--- src/rtl/intr_pkg.sv ---
// Shared types and constants for the interrupt controller.
package intr_pkg;

    localparam int unsigned ADDR_W    = 10;
    localparam int unsigned NSRC      = 2;
    localparam int unsigned SRC_TIMER = 0;
    localparam int unsigned SRC_EXT   = 1;

    // All sources enabled out of reset; only the global ie gate is closed.
    localparam logic [NSRC-1:0] MASK_RESET = '1;

    typedef enum logic [1:0] {
        ST_IDLE    = 2'd0,
        ST_ENTER   = 2'd1,
        ST_SERVICE = 2'd2
    } state_t;

endpackage

--- src/rtl/intr_ctrl_if.sv ---
// Request, control-unit and PC/stack signals of the interrupt controller.
interface intr_ctrl_if;
    import intr_pkg::*;

    logic              irq_timer;
    logic              irq_ext;
    logic [ADDR_W-1:0] vec0;
    logic [ADDR_W-1:0] vec1;
    logic [ADDR_W-1:0] pc_ret;
    logic              ie_set;
    logic              ie_clr;
    logic              mask_we;
    logic [NSRC-1:0]   mask_wd;
    logic              reti;

    logic              take_intr;
    logic [ADDR_W-1:0] vector;
    logic              push;
    logic [ADDR_W-1:0] push_addr;
    logic              pop;
    logic              in_service;
    logic [NSRC-1:0]   pending;

    // Side that drives requests and decoded instructions.
    modport master (
        output irq_timer, irq_ext, vec0, vec1, pc_ret,
               ie_set, ie_clr, mask_we, mask_wd, reti,
        input  take_intr, vector, push, push_addr, pop, in_service, pending
    );

    // The controller itself.
    modport slave (
        input  irq_timer, irq_ext, vec0, vec1, pc_ret,
               ie_set, ie_clr, mask_we, mask_wd, reti,
        output take_intr, vector, push, push_addr, pop, in_service, pending
    );

endinterface

--- src/rtl/edge_rise.sv ---
// Rising-edge detector: pulse is high in the cycle where d is 1 and was 0 last cycle.
module edge_rise (
    input  logic clk,
    input  logic reset,
    input  logic d,
    output logic pulse
);

    logic d_q;

    // One-cycle history of the input.
    always_ff @(posedge clk) begin
        if (reset) begin
            d_q <= 1'b0;
        end else begin
            d_q <= d;
        end
    end

    assign pulse = d & ~d_q;

endmodule

--- src/rtl/intr_ctrl.sv ---
// Two-source interrupt controller: edge capture, mask/ie gating, fixed priority
// (timer over external), vector select and return-address push.
// Optional feature macro: INTR_NEST_EN (timer may preempt the external handler).
module intr_ctrl
    import intr_pkg::*;
(
    input  logic        clk,
    input  logic        reset,
    intr_ctrl_if.slave  bus
);

    state_t          state;
    state_t          state_next;
    logic [NSRC-1:0] pending;
    logic [NSRC-1:0] mask;
    logic [NSRC-1:0] pulse;
    logic [NSRC-1:0] eligible;
    logic [NSRC-1:0] pending_clr;
    logic            ie;
    logic            cur_src;
    logic            sel_src;
    logic            reti_ok;
`ifdef INTR_NEST_EN
    logic [1:0]      depth;
    logic            saved_src;
    logic            preempt;
`endif

    edge_rise u_edge_timer (
        .clk   (clk),
        .reset (reset),
        .d     (bus.irq_timer),
        .pulse (pulse[SRC_TIMER])
    );

    edge_rise u_edge_ext (
        .clk   (clk),
        .reset (reset),
        .d     (bus.irq_ext),
        .pulse (pulse[SRC_EXT])
    );

    assign eligible    = pending & mask;
    assign sel_src     = eligible[SRC_TIMER] ? 1'(SRC_TIMER) : 1'(SRC_EXT);
    // A reti coinciding with reset must not pop: the stack is being abandoned.
    assign reti_ok     = bus.reti && (state == ST_SERVICE) && !reset;
    assign pending_clr = (state == ST_ENTER) ? (NSRC'(1) << cur_src) : '0;
`ifdef INTR_NEST_EN
    // Only the external handler at depth 1 can be interrupted, and only by the timer.
    assign preempt = ie && pending[SRC_TIMER] && mask[SRC_TIMER]
                     && (cur_src == 1'(SRC_EXT)) && (depth == 2'd1);
`endif

    // State register.
    always_ff @(posedge clk) begin
        if (reset) begin
            state <= ST_IDLE;
        end else begin
            state <= state_next;
        end
    end

    // Next-state logic.
    always_comb begin
        state_next = state;
        case (state)
            ST_IDLE: begin
                if (ie && (|eligible)) begin
                    state_next = ST_ENTER;
                end
            end
            ST_ENTER: begin
                state_next = ST_SERVICE;
            end
            ST_SERVICE: begin
                if (reti_ok) begin
`ifdef INTR_NEST_EN
                    state_next = (depth == 2'd2) ? ST_SERVICE : ST_IDLE;
`else
                    state_next = ST_IDLE;
`endif
                end
`ifdef INTR_NEST_EN
                else if (preempt) begin
                    state_next = ST_ENTER;
                end
`endif
            end
            default: begin
                state_next = ST_IDLE;
            end
        endcase
    end

    // Output decode; vector and return address pass straight through while entering.
    always_comb begin
        bus.take_intr  = 1'b0;
        bus.push       = 1'b0;
        bus.vector     = '0;
        bus.push_addr  = '0;
        bus.pop        = reti_ok;
        bus.in_service = 1'b0;
        bus.pending    = pending;
        case (state)
            ST_ENTER: begin
                bus.take_intr = 1'b1;
                bus.push      = 1'b1;
                bus.vector    = (cur_src == 1'(SRC_EXT)) ? bus.vec1 : bus.vec0;
                bus.push_addr = bus.pc_ret;
            end
            ST_SERVICE: begin
                bus.in_service = 1'b1;
            end
            default: begin
            end
        endcase
    end

    // Pending capture (a new edge beats the clear), mask, ie and source tracking.
    always_ff @(posedge clk) begin
        if (reset) begin
            pending   <= '0;
            mask      <= MASK_RESET;
            ie        <= 1'b0;
            cur_src   <= 1'(SRC_TIMER);
`ifdef INTR_NEST_EN
            depth     <= 2'd0;
            saved_src <= 1'(SRC_TIMER);
`endif
        end else begin
            pending <= (pending & ~pending_clr) | pulse;

            if (bus.mask_we) begin
                mask <= bus.mask_wd;
            end

            if (bus.ie_clr) begin
                ie <= 1'b0;
            end else if (bus.ie_set) begin
                ie <= 1'b1;
            end

            if ((state == ST_IDLE) && (state_next == ST_ENTER)) begin
                cur_src <= sel_src;
            end

`ifdef INTR_NEST_EN
            if ((state == ST_SERVICE) && (state_next == ST_ENTER)) begin
                saved_src <= cur_src;
                cur_src   <= 1'(SRC_TIMER);
            end

            if (state == ST_ENTER) begin
                depth <= (depth == 2'd2) ? 2'd2 : depth + 2'd1;
            end

            if (reti_ok) begin
                if (depth == 2'd2) begin
                    depth   <= 2'd1;
                    cur_src <= saved_src;
                end else begin
                    depth <= 2'd0;
                end
            end
`endif
        end
    end

endmodule
--- src/flat_wrapper.sv ---
// flat-port wrapper written by rule: the top's interface ports become plain ports
module intr_ctrl_flat import intr_pkg::*;
  (clk, reset, bus_irq_timer, bus_irq_ext, bus_vec0, bus_vec1, bus_pc_ret, bus_ie_set, bus_ie_clr, bus_mask_we, bus_mask_wd, bus_reti, bus_take_intr, bus_vector, bus_push, bus_push_addr, bus_pop, bus_in_service, bus_pending);
  intr_ctrl_if bus_i ();
  input  logic clk;
  input  logic reset;
  input wire logic [$bits(bus_i.irq_timer)-1:0] bus_irq_timer;
  input wire logic [$bits(bus_i.irq_ext)-1:0] bus_irq_ext;
  input wire logic [$bits(bus_i.vec0)-1:0] bus_vec0;
  input wire logic [$bits(bus_i.vec1)-1:0] bus_vec1;
  input wire logic [$bits(bus_i.pc_ret)-1:0] bus_pc_ret;
  input wire logic [$bits(bus_i.ie_set)-1:0] bus_ie_set;
  input wire logic [$bits(bus_i.ie_clr)-1:0] bus_ie_clr;
  input wire logic [$bits(bus_i.mask_we)-1:0] bus_mask_we;
  input wire logic [$bits(bus_i.mask_wd)-1:0] bus_mask_wd;
  input wire logic [$bits(bus_i.reti)-1:0] bus_reti;
  output wire logic [$bits(bus_i.take_intr)-1:0] bus_take_intr;
  output wire logic [$bits(bus_i.vector)-1:0] bus_vector;
  output wire logic [$bits(bus_i.push)-1:0] bus_push;
  output wire logic [$bits(bus_i.push_addr)-1:0] bus_push_addr;
  output wire logic [$bits(bus_i.pop)-1:0] bus_pop;
  output wire logic [$bits(bus_i.in_service)-1:0] bus_in_service;
  output wire logic [$bits(bus_i.pending)-1:0] bus_pending;
  assign bus_i.irq_timer = bus_irq_timer;
  assign bus_i.irq_ext = bus_irq_ext;
  assign bus_i.vec0 = bus_vec0;
  assign bus_i.vec1 = bus_vec1;
  assign bus_i.pc_ret = bus_pc_ret;
  assign bus_i.ie_set = bus_ie_set;
  assign bus_i.ie_clr = bus_ie_clr;
  assign bus_i.mask_we = bus_mask_we;
  assign bus_i.mask_wd = bus_mask_wd;
  assign bus_i.reti = bus_reti;
  assign bus_take_intr = bus_i.take_intr;
  assign bus_vector = bus_i.vector;
  assign bus_push = bus_i.push;
  assign bus_push_addr = bus_i.push_addr;
  assign bus_pop = bus_i.pop;
  assign bus_in_service = bus_i.in_service;
  assign bus_pending = bus_i.pending;
  intr_ctrl u_core (.clk(clk), .reset(reset), .bus(bus_i));
endmodule
--- config.mk ---
export PLATFORM = sky130hd
export DESIGN_NAME = intr_ctrl_flat
export DESIGN_NICKNAME = d
export VERILOG_FILES = /design/src/rtl/intr_pkg.sv /design/src/rtl/intr_ctrl_if.sv /design/src/rtl/edge_rise.sv /design/src/rtl/intr_ctrl.sv /design/src/flat_wrapper.sv
export SDC_FILE = /design/constraint.sdc
export NUM_CORES = 1
export LEC_CHECK = 0
export ABC_AREA = 1
export CORE_UTILIZATION = 27
export CTS_BUF_LIST = sky130_fd_sc_hd__clkbuf_2 sky130_fd_sc_hd__clkbuf_4 sky130_fd_sc_hd__clkbuf_8
export DETAILED_ROUTE_END_ITERATION = 7
export GPL_ROUTABILITY_DRIVEN = 0
export PLACE_DENSITY = 0.78
export SYNTH_ARGS = -nofsm -noshare
export SYNTH_HDL_FRONTEND = slang
export SYNTH_SLANG_ARGS = --single-unit
--- constraint.sdc ---
create_clock -name clk -period 0.9 [get_ports clk]
set_clock_uncertainty 0.05 [all_clocks]
set_input_delay 0.09 -clock clk [delete_from_list [all_inputs] [get_ports clk]]
set_output_delay 0.09 -clock clk [all_outputs]
set_load 0.005 [all_outputs]
# Word-level counts from Yosys, hierarchy flattened
# Cells that the tools add are included.
# W data, S select, Z words.
[word_totals]
register_bits = 10
out_inout_bits = 26
inputBits = 40
wordCells = 37
[op_classes]
n_bitwise = 8
shift = 1
n_eq_ne = 3
n_reduce_logical = 8
mux = 10
[op_table]
columns = ["cell", "n"]
rows = [
  ["$mux W10", 3],
  ["$mux W2", 3],
  ["$pmux W2 S3", 1],
  ["$and A2 B2 Y2", 2],
  ["$eq A2 B1 Y1 const B", 2],
  ["$logic_and A1 B1 Y1", 4],
  ["$reduce_or A2 Y1", 2],
  ["$mux W1", 3],
  ["$and A1 B1 Y1", 2],
  ["$eq A2 B2 Y1 const B", 1],
  ["$logic_not A2 Y1", 1],
  ["$not A1 Y1", 2],
  ["$not A2 Y2", 1],
  ["$or A2 B2 Y2", 1],
  ["$shl A1 B1 Y2 const A", 1],
  ["$logic_not A1 Y1", 1],
]

# Logic depth before layout (Yosys ltp)
# Gate-level depths: netlist of run 1.
[depth]
word_depth = 7
ltp_mapped = 5
ltp_nobuf = 5

# Modules after synthesis
# Synthesis of run 1 repeated with hierarchy kept, for this count alone.
[hier_totals]
hier_cells = 106
area_unflattened_um2 = 649.4
[by_module_without_submodules]
columns = ["module", "area_each_um2", "seq_area_each_um2", "cells_per_inst", "n_inst"]
rows = [
  ["intr_ctrl", 586.8, 160.2, 98, 1],
  ["edge_rise", 31.3, 20.0, 4, 2],
]

# Worst setup path after synthesis of run 1
# Ideal clock, no wire load.
[synth_timing]
kind = "register to output"
from = "reg u_core.state[1]"
to = "out bus_take_intr"
setup_slack_ns = -0.021
path_stages_with_launch = 6
t_required_ns = 0.760
arrival_ns = 0.781
path_buffers = 2
path_cell_list = "dfxtp_1 -> inv_1 -> nand2_2 -> buf_6 -> inv_1 -> buf_4"
[synth_via]
elab_chain_cells = 2
[synth_rtl]
columns = ["element", "line", "text"]
rows = [
  ["start, declared", "intr_ctrl.sv:12", "state_t state;"],
  ["start signal, assigned", "intr_ctrl.sv:59", "state <= state_next;"],
  ["$eq A2 B1 Y1", "--", ""],
  ["$mux W1", "--", ""],
  ["end, declared", "flat_wrapper.sv:17", "output wire logic [$bits(bus_i.take_intr)-1:0] bus_take_intr;"],
]
# No other way between the ends.

# Worst setup path in the final report of run 1
[layout_timing]
from = "reg u_core.state[1]"
to = "out bus_vector[4]"
[layout_via]
elab_chain_cells = 2
[layout_rtl]
columns = ["element", "line", "text"]
rows = [
  ["$eq A2 B1 Y1", "intr_ctrl.sv:104", "case (state)"],
  ["$mux W10", "intr_ctrl.sv:104", ""],
  ["end, declared", "flat_wrapper.sv:18", "output wire logic [$bits(bus_i.vector)-1:0] bus_vector;"],
]
# No other way between the ends.

==> results of run 1 <==
[kinds of logic after synthesis]
kind of cell           count (synthesis)
AOI/OAI and AO/OA                     16
buffers and inverters                 27
and+or+nand+nor                       54
DFF                                   10
[area by class of cell]
cell class              instances  area, sq um  share of cell area (%)
flip-flops and latches         10        211.5                   13.03
well taps                      28        35.03                   2.159
repair buffers                 84        726.9                   44.80
multi-input cells              73        531.8                   32.77
repair inverters                1        6.256                  0.3855
inverters                      21        88.84                   5.474
clock buffers                   3        22.52                   1.388
[layer usage]
layer / vias up / global-route usage, %
li1: 496 / -
met1: 454 / 22.36
met2: 51 / 35.75
met3: 5 / 5.655
met4: 0 / 5.405
met5: - / 0
[tightest hold or removal path, stage by stage]
cell and delay (ns):
clkdlybuf4s50_1 0.39, inv_1 0.05, nor2_1 0.04
[synthesized netlist by cell type]
| cell | instances | area [sq um] |
|---|---|---|
| nor2_1 | 16 | 60.06 |
| nand2_1 | 31 | 116.4 |
| a21oi_1 | 3 | 15.01 |
| nand2_2 | 1 | 6.260 |
| nor3_1 | 1 | 5.000 |
| buf_4 | 3 | 22.52 |
| nor4_1 | 1 | 6.260 |
| dfxtp_1 | 10 | 200.2 |
| nand3_1 | 4 | 20.02 |
| buf_2 | 1 | 5.000 |
| a21oi_2 | 9 | 78.83 |
| inv_1 | 21 | 78.83 |
| buf_6 | 2 | 22.52 |
| o21ai_0 | 4 | 20.02 |
[state kept, by name, summed over array words and instances, names as in the netlist]
| name | cells |
|---|---|
| u_core.bus.pending | 2 |
| u_core.cur_src | 1 |
| u_core.ie | 1 |
| u_core.mask | 2 |
| u_core.state | 2 |
| u_core.u_edge_ext.d_q | 1 |
| u_core.u_edge_timer.d_q | 1 |
[layout by cell type (no fill, tap or decap)]
cell             netlist  layout
nor3_1                 1       1
clkbuf_4               0       3
inv_4                  0       2
nand2_2                1      12
buf_2                  1      25
buf_8                  0       1
nand2_8                0       3
nor2_2                 0       6
nand3_1                4       3
o21ai_2                0       2
a21oi_2                9      11
inv_2                  0       1
nand3_2                0       1
a21oi_1                3       1
inv_1                 21      18
nor4_2                 0       1
nor2_4                 0       7
dfxtp_2                0       3
buf_6                  2      11
o21ai_1                0       2
clkdlybuf4s50_1        0      39
nand2_4                0       3
buf_12                 0       1
inv_8                  0       1
nor2_1                16       3
dfxtp_4                0       2
buf_4                  3       7
nand2_1               31      17
dfxtp_1               10       5
[worst max-delay path by stage]
stage / start / end
floorplan: u_core.state[1]$_SDFF_PP0_ / bus_take_intr
global placement: reset / bus_pop
detailed placement: reset / bus_pop
CTS: u_core.cur_src$_SDFFE_PP0P_ / bus_vector[8]
global route: u_core.cur_src$_SDFFE_PP0P_ / bus_vector[9]
finish: u_core.state[1]$_SDFF_PP0_ / bus_vector[4]
[power groups by stage]
stage | combinational [W] | clock, W | sequential, W
2_1_floorplan | 0.000118 | 0 | 0.000493
3_3_place_gp | 0.000351 | 0 | 0.000493
3_5_place_dp | 0.000357 | 0 | 0.000493
4_1_cts | 0.000433 | 0.000311 | 0.000483
5_1_grt | 0.000514 | 0.000325 | 0.000485
6_report | 0.000480 | 0.000300 | 0.000483
[through the flow]
| step | util (%) | hold slack, ns | setup WS (ns) |
|---|---|---|---|
| after global placement | 59.27 | 0.3947 | -0.5626 |
| after global routing | 71.98 | 0.3226 | -0.4350 |
| after floorplan | - | 0.1168 | 0.01056 |
| final | 71.98 | 0.3027 | -0.3853 |
| after detailed placement | 59.27 | 0.3980 | -0.5852 |
| after CTS | 66.81 | 0.3031 | -0.3645 |
[what timing repair did]
action	4_1_cts	5_1_grt
pin swaps	16	12
setup endpoints to repair	30	29
resized for setup	151	27
buffers inserted	13	2
cloned	4	0
==> run metrics, run 1 <==
share of power burned in registers 38.2%; cts hold-fix bufs 0; Compound-Gate Fraction of Synth Area 17.33%; adder-cell share of the synthesized area 0%; Area Overhead vs Synth 147.0%; largest net degree at the start of global routing 9; Num CTS Buffers 3; max cap viols 0; Levels on crit path 5; critical path class flip-flop to output port; die area 0.002634 sq mm; # port buffers 65; nets 234; dpl hpwl 1.620 mm; YS warnings 0; setup slack after layout -0.3853 ns; vias 1006; die width 51.33 um; Hold Startpoint bus_irq_timer; Starting Density 29.13%; CP top delay family flip-flops; CP Buf/Inv Count 3; CP max-delay cell dfxtp_4; Critical Path RT 0.76 ns; post-route ant nets 0; DRT iter0 DRCs 25; fin area 0.001623 sq mm; sequential share of the synthesized area 30.48%; peak per-stage delay on the critical path 0.35 ns; Site Rows 17; RR Startpoint u_core.state[1]$_SDFF_PP0_; TritonCTS clock tree yes; WP data arrival 1.15 ns; htree depth 1; Net Switching 0.0003616 W; cell-by-cell trace of the critical path inv_4, buf_6, nand2_8, a21oi_2, buf_2; gr usage total 19.75%; total gr overflow 0; simple-gate share of the synthesized area 32.57%; total negative setup slack -8.616 ns; Max Buffers Root-to-Sink 2; status finished with violations; met2 wire length 1.481 mm; Clk pwr share 23.8%; Highest Signal Layer met4; clock slew at reported path FFs 0.06 ns; FF-to-FF End u_core.bus.pending[1]$_SDFF_PP0_; critical path endpoint category output port; leak pwr 0.7854 nW; initial antenna violation count 0; Remaining DRCs 0; failing checks negative setup slack; Fill cells 160; Hold Violations, Final 0; worst-margin pin slew 0.1816 ns; Worst Hold End u_core.u_edge_timer.d_q$_SDFF_PP0_; Core ar. 0.002255 sq mm; Final period util 142.8%; Register-to-Register Path Depth 6; Finished Layout Cells 220; total power 0.001263 W; total wire length after detailed routing 2.922 mm; 1st-pass router iterations 4; WL met3 322 um; WL/cell 13.28 um; cell area after synthesis 656.9 sq um; slew margin rel. 87.79%; endpoints failing setup 29; sw frac 28.62%; Fmax 0.7780 GHz; largest family of logic cells by synthesized area simple AND/OR/NAND/NOR gates; die span in y 51.33 um; Hold Path Cell Cnt 3; share of cells above drive strength 1 53.65%; root buf cell clkbuf_4; final worst path period need 1.285 ns; Int Pwr 0.0009018 W; CTS Sinks 10; worst min-delay path class input pin to flip-flop; Mapped Cells 107; flops & latches, synth 10; maximum fanout along the worst path 6; Syn Area/Cell 6.139 sq um; global-route wire length before repair 3.919 mm; Post-Syn Nets 147; vias in the first global route 871; Unique masters post-synth 14; # diodes 0; Boundary Pins 66; Worst-Skew Late Latency 0.27 ns; register-to-register setup slack -0.22 ns; M1 WL 1.080 mm; Placed Cells 199; Pins Over Slew Limit 0; Post-Synth XOR/XNOR Area 0%; mux contribution to synthesized area 0%; Vias per Instance 4.573; Post-DP Area 0.001336 sq mm; logic gate share of total power 38.0%; RSZ-0062 raised after global routing true; Max VDD drop 0.7488 mV; crit path launch type flip-flop; PwrDens 778.5 mW/mm^2
Note: power is estimated with default switching activity, not from simulation.
==> run 2, diff against run 1 <==
--- a/config.mk
+++ b/config.mk
@@ -6,7 +6,9 @@
 export NUM_CORES = 1
 export LEC_CHECK = 0
 export ABC_AREA = 1
-export CORE_UTILIZATION = 27
+export CELL_PAD_IN_SITES_DETAIL_PLACEMENT = 0
+export CELL_PAD_IN_SITES_GLOBAL_PLACEMENT = 1
+export CORE_UTILIZATION = 16
 export CTS_BUF_LIST = sky130_fd_sc_hd__clkbuf_2 sky130_fd_sc_hd__clkbuf_4 sky130_fd_sc_hd__clkbuf_8
 export DETAILED_ROUTE_END_ITERATION = 7
 export GPL_ROUTABILITY_DRIVEN = 0
==> run 2 against run 1 <==
Against the previous run:
- the run still ends with negative setup slack left
- sequential power is essentially flat
- fmax grew 6.1%
- register-to-register slack gained 0.04 ns
- clock power grew 84%
- worst hold slack gained 0.029 ns
- via count shrank 7.6%
- critical path type unchanged
- critical endpoint is now bus_vector[6]
- largest power group is now the clock network
==> run metrics, run 2 (synthesized netlist as in run 1, its figures left out) <==
critical path class flip-flop to output port; final worst path period need 1.211 ns; Max VDD drop 0.6781 mV; nets 229; Boundary Pins 66; initial antenna violation count 0; post-route ant nets 0; gr usage total 11.60%; TritonCTS clock tree yes; CP top delay family flip-flops; Vias per Instance 3.941; Hold Violations, Final 0; CP max-delay cell dfxtp_4; PwrDens 937.2 mW/mm^2; Finished Layout Cells 236; Critical Path RT 0.76 ns; RR Startpoint u_core.state[1]$_SDFF_PP0_; WL/cell 10.29 um; max cap viols 0; slew margin rel. 86.77%; total gr overflow 0; Worst Hold End u_core.u_edge_ext.d_q$_SDFF_PP0_; RSZ-0062 raised after global routing true; Pins Over Slew Limit 0; vias 930; CP Buf/Inv Count 3; cell-by-cell trace of the critical path inv_6, nand2_8, buf_12, a21oi_2, buf_2; Area Overhead vs Synth 135.4%; Hold Path Cell Cnt 3; Placed Cells 220; commonest cells after routing, fill and taps aside 39 x clkdlybuf4s50_1, 28 x nand2_1, 26 x buf_2; Remaining DRCs 0; Fmax 0.8258 GHz; total power 0.001449 W; vias in the first global route 899; dpl hpwl 1.588 mm; maximum fanout along the worst path 6; CTS Sinks 10; critical path endpoint category output port; Hold Startpoint bus_irq_ext; Register-to-Register Path Depth 6; GRT met1 Usage 13.67%; WP data arrival 1.07 ns; endpoints failing setup 29; FF-to-FF End u_core.bus.pending[1]$_SDFF_PP0_; global-route wire length before repair 3.884 mm; DRT iter0 DRCs 16; GRT busiest layer met2; die width 66.08 um; die span in y 66.08 um; Worst-Skew Late Latency 0.23 ns; htree depth 1; leak pwr 0.7632 nW; register-to-register setup slack -0.18 ns; root buf cell clkbuf_8; failing checks negative setup slack; status finished with violations; largest net degree at the start of global routing 11; Site Rows 22; grt met2 use 20.28%; worst min-delay path class input pin to flip-flop; Starting Density 17.29%; setup slack after layout -0.3110 ns; Final period util 134.6%; total wire length after detailed routing 2.429 mm; die area 0.004366 sq mm; share of cells above drive strength 1 40.96%; # diodes 0; 1st-pass router iterations 4; Top Registers u_core.bus.pending x2, u_core.mask x2, u_core.state x2; crit path launch type flip-flop; met3 GRT Util 2.759%; Max Buffers Root-to-Sink 2; commonest non-fill, non-tap cell in the layout clkdlybuf4s50_1; Num CTS Buffers 3; clock slew at reported path FFs 0.05 ns; worst-margin pin slew 0.1966 ns; # port buffers 65; peak per-stage delay on the critical path 0.35 ns; Core ar. 0.003799 sq mm
## run 2: changes by cell type in the layout (fill, tap and decap cells not counted), moves of 4 or more
cell      change
nand2_1      +11
nor2_1        +9
nand2_2       -9
nor2_4        -6
clkbuf_8      +4
buf_6         -6
## run 2: worst max-delay path by stage
| stage | slack (ns) | cells past startpoint | from | end |
|---|---|---|---|---|
| finish | -0.31 | 5 | u_core.state[1]$_SDFF_PP0_ | bus_vector[6] |
| global route | -0.37 | 5 | u_core.state[1]$_SDFF_PP0_ | bus_vector[0] |
| CTS | -0.33 | 5 | u_core.state[1]$_SDFF_PP0_ | bus_vector[0] |
| detailed placement | -0.60 | 3 | reset | bus_pop |
| global placement | -0.62 | 3 | reset | bus_pop |
| floorplan | 0.01 | 5 | u_core.state[1]$_SDFF_PP0_ | bus_take_intr |
## run 2: power breakdown
| group | leakage (nW) | internal (W) | total, W | switching [W] |
|---|---|---|---|---|
| Clock | 0.0288 | 0.000384 | 0.000551 | 0.000167 |
| Sequential | 0.0854 | 0.000467 | 0.000486 | 0.0000193 |
| Combinational | 0.649 | 0.000262 | 0.000412 | 0.000150 |
## run 2: worst min-delay path: cells and delay by family
family / cells / cell delay [ns]
buffers and inverters: 2 / 0.44
AND/OR/NAND/NOR: 1 / 0.04
## run 2: repair_timing
item	in CTS	in global routing
hold buffers	0	0
cloned	3	1
endpoints found under the setup margin	30	29
setup buffers	8	1
pin swaps	4	1
resized for setup	134	11
## run 2: stage by stage
stage	setup WS (ns)	area, sq um	hold WS (ns)	util, %	setup TNS (ns)
after floorplan	0.01056	663.1	0.1168	-	0
after global placement	-0.6211	1381	0.3884	36.36	-12.98
after detailed placement	-0.5989	1381	0.4000	36.36	-13.06
after CTS	-0.3314	1493	0.3297	39.30	-7.830
after global routing	-0.3727	1546	0.3658	40.71	-9.182
final	-0.3110	1546	0.3322	40.71	-7.598
## run 2: cell type report
cell class	instances	area, sq um
Timing Repair Buffer	81	704.4
Clock buffer	4	55.05
Tap cell	48	60.06
Inverter	21	86.33
Sequential cell	10	214.0
Fill cell	420	2252
Multi-Input combinational cell	72	426.7
## run 2: metal layers
metal	vias up	part of all wire (%)	wire length (um)
met2	42	46	1115
met5	-	0	0
met3	4	9.7	235
li1	484	-	-
met1	400	43	1055
met4	0	0.95	23
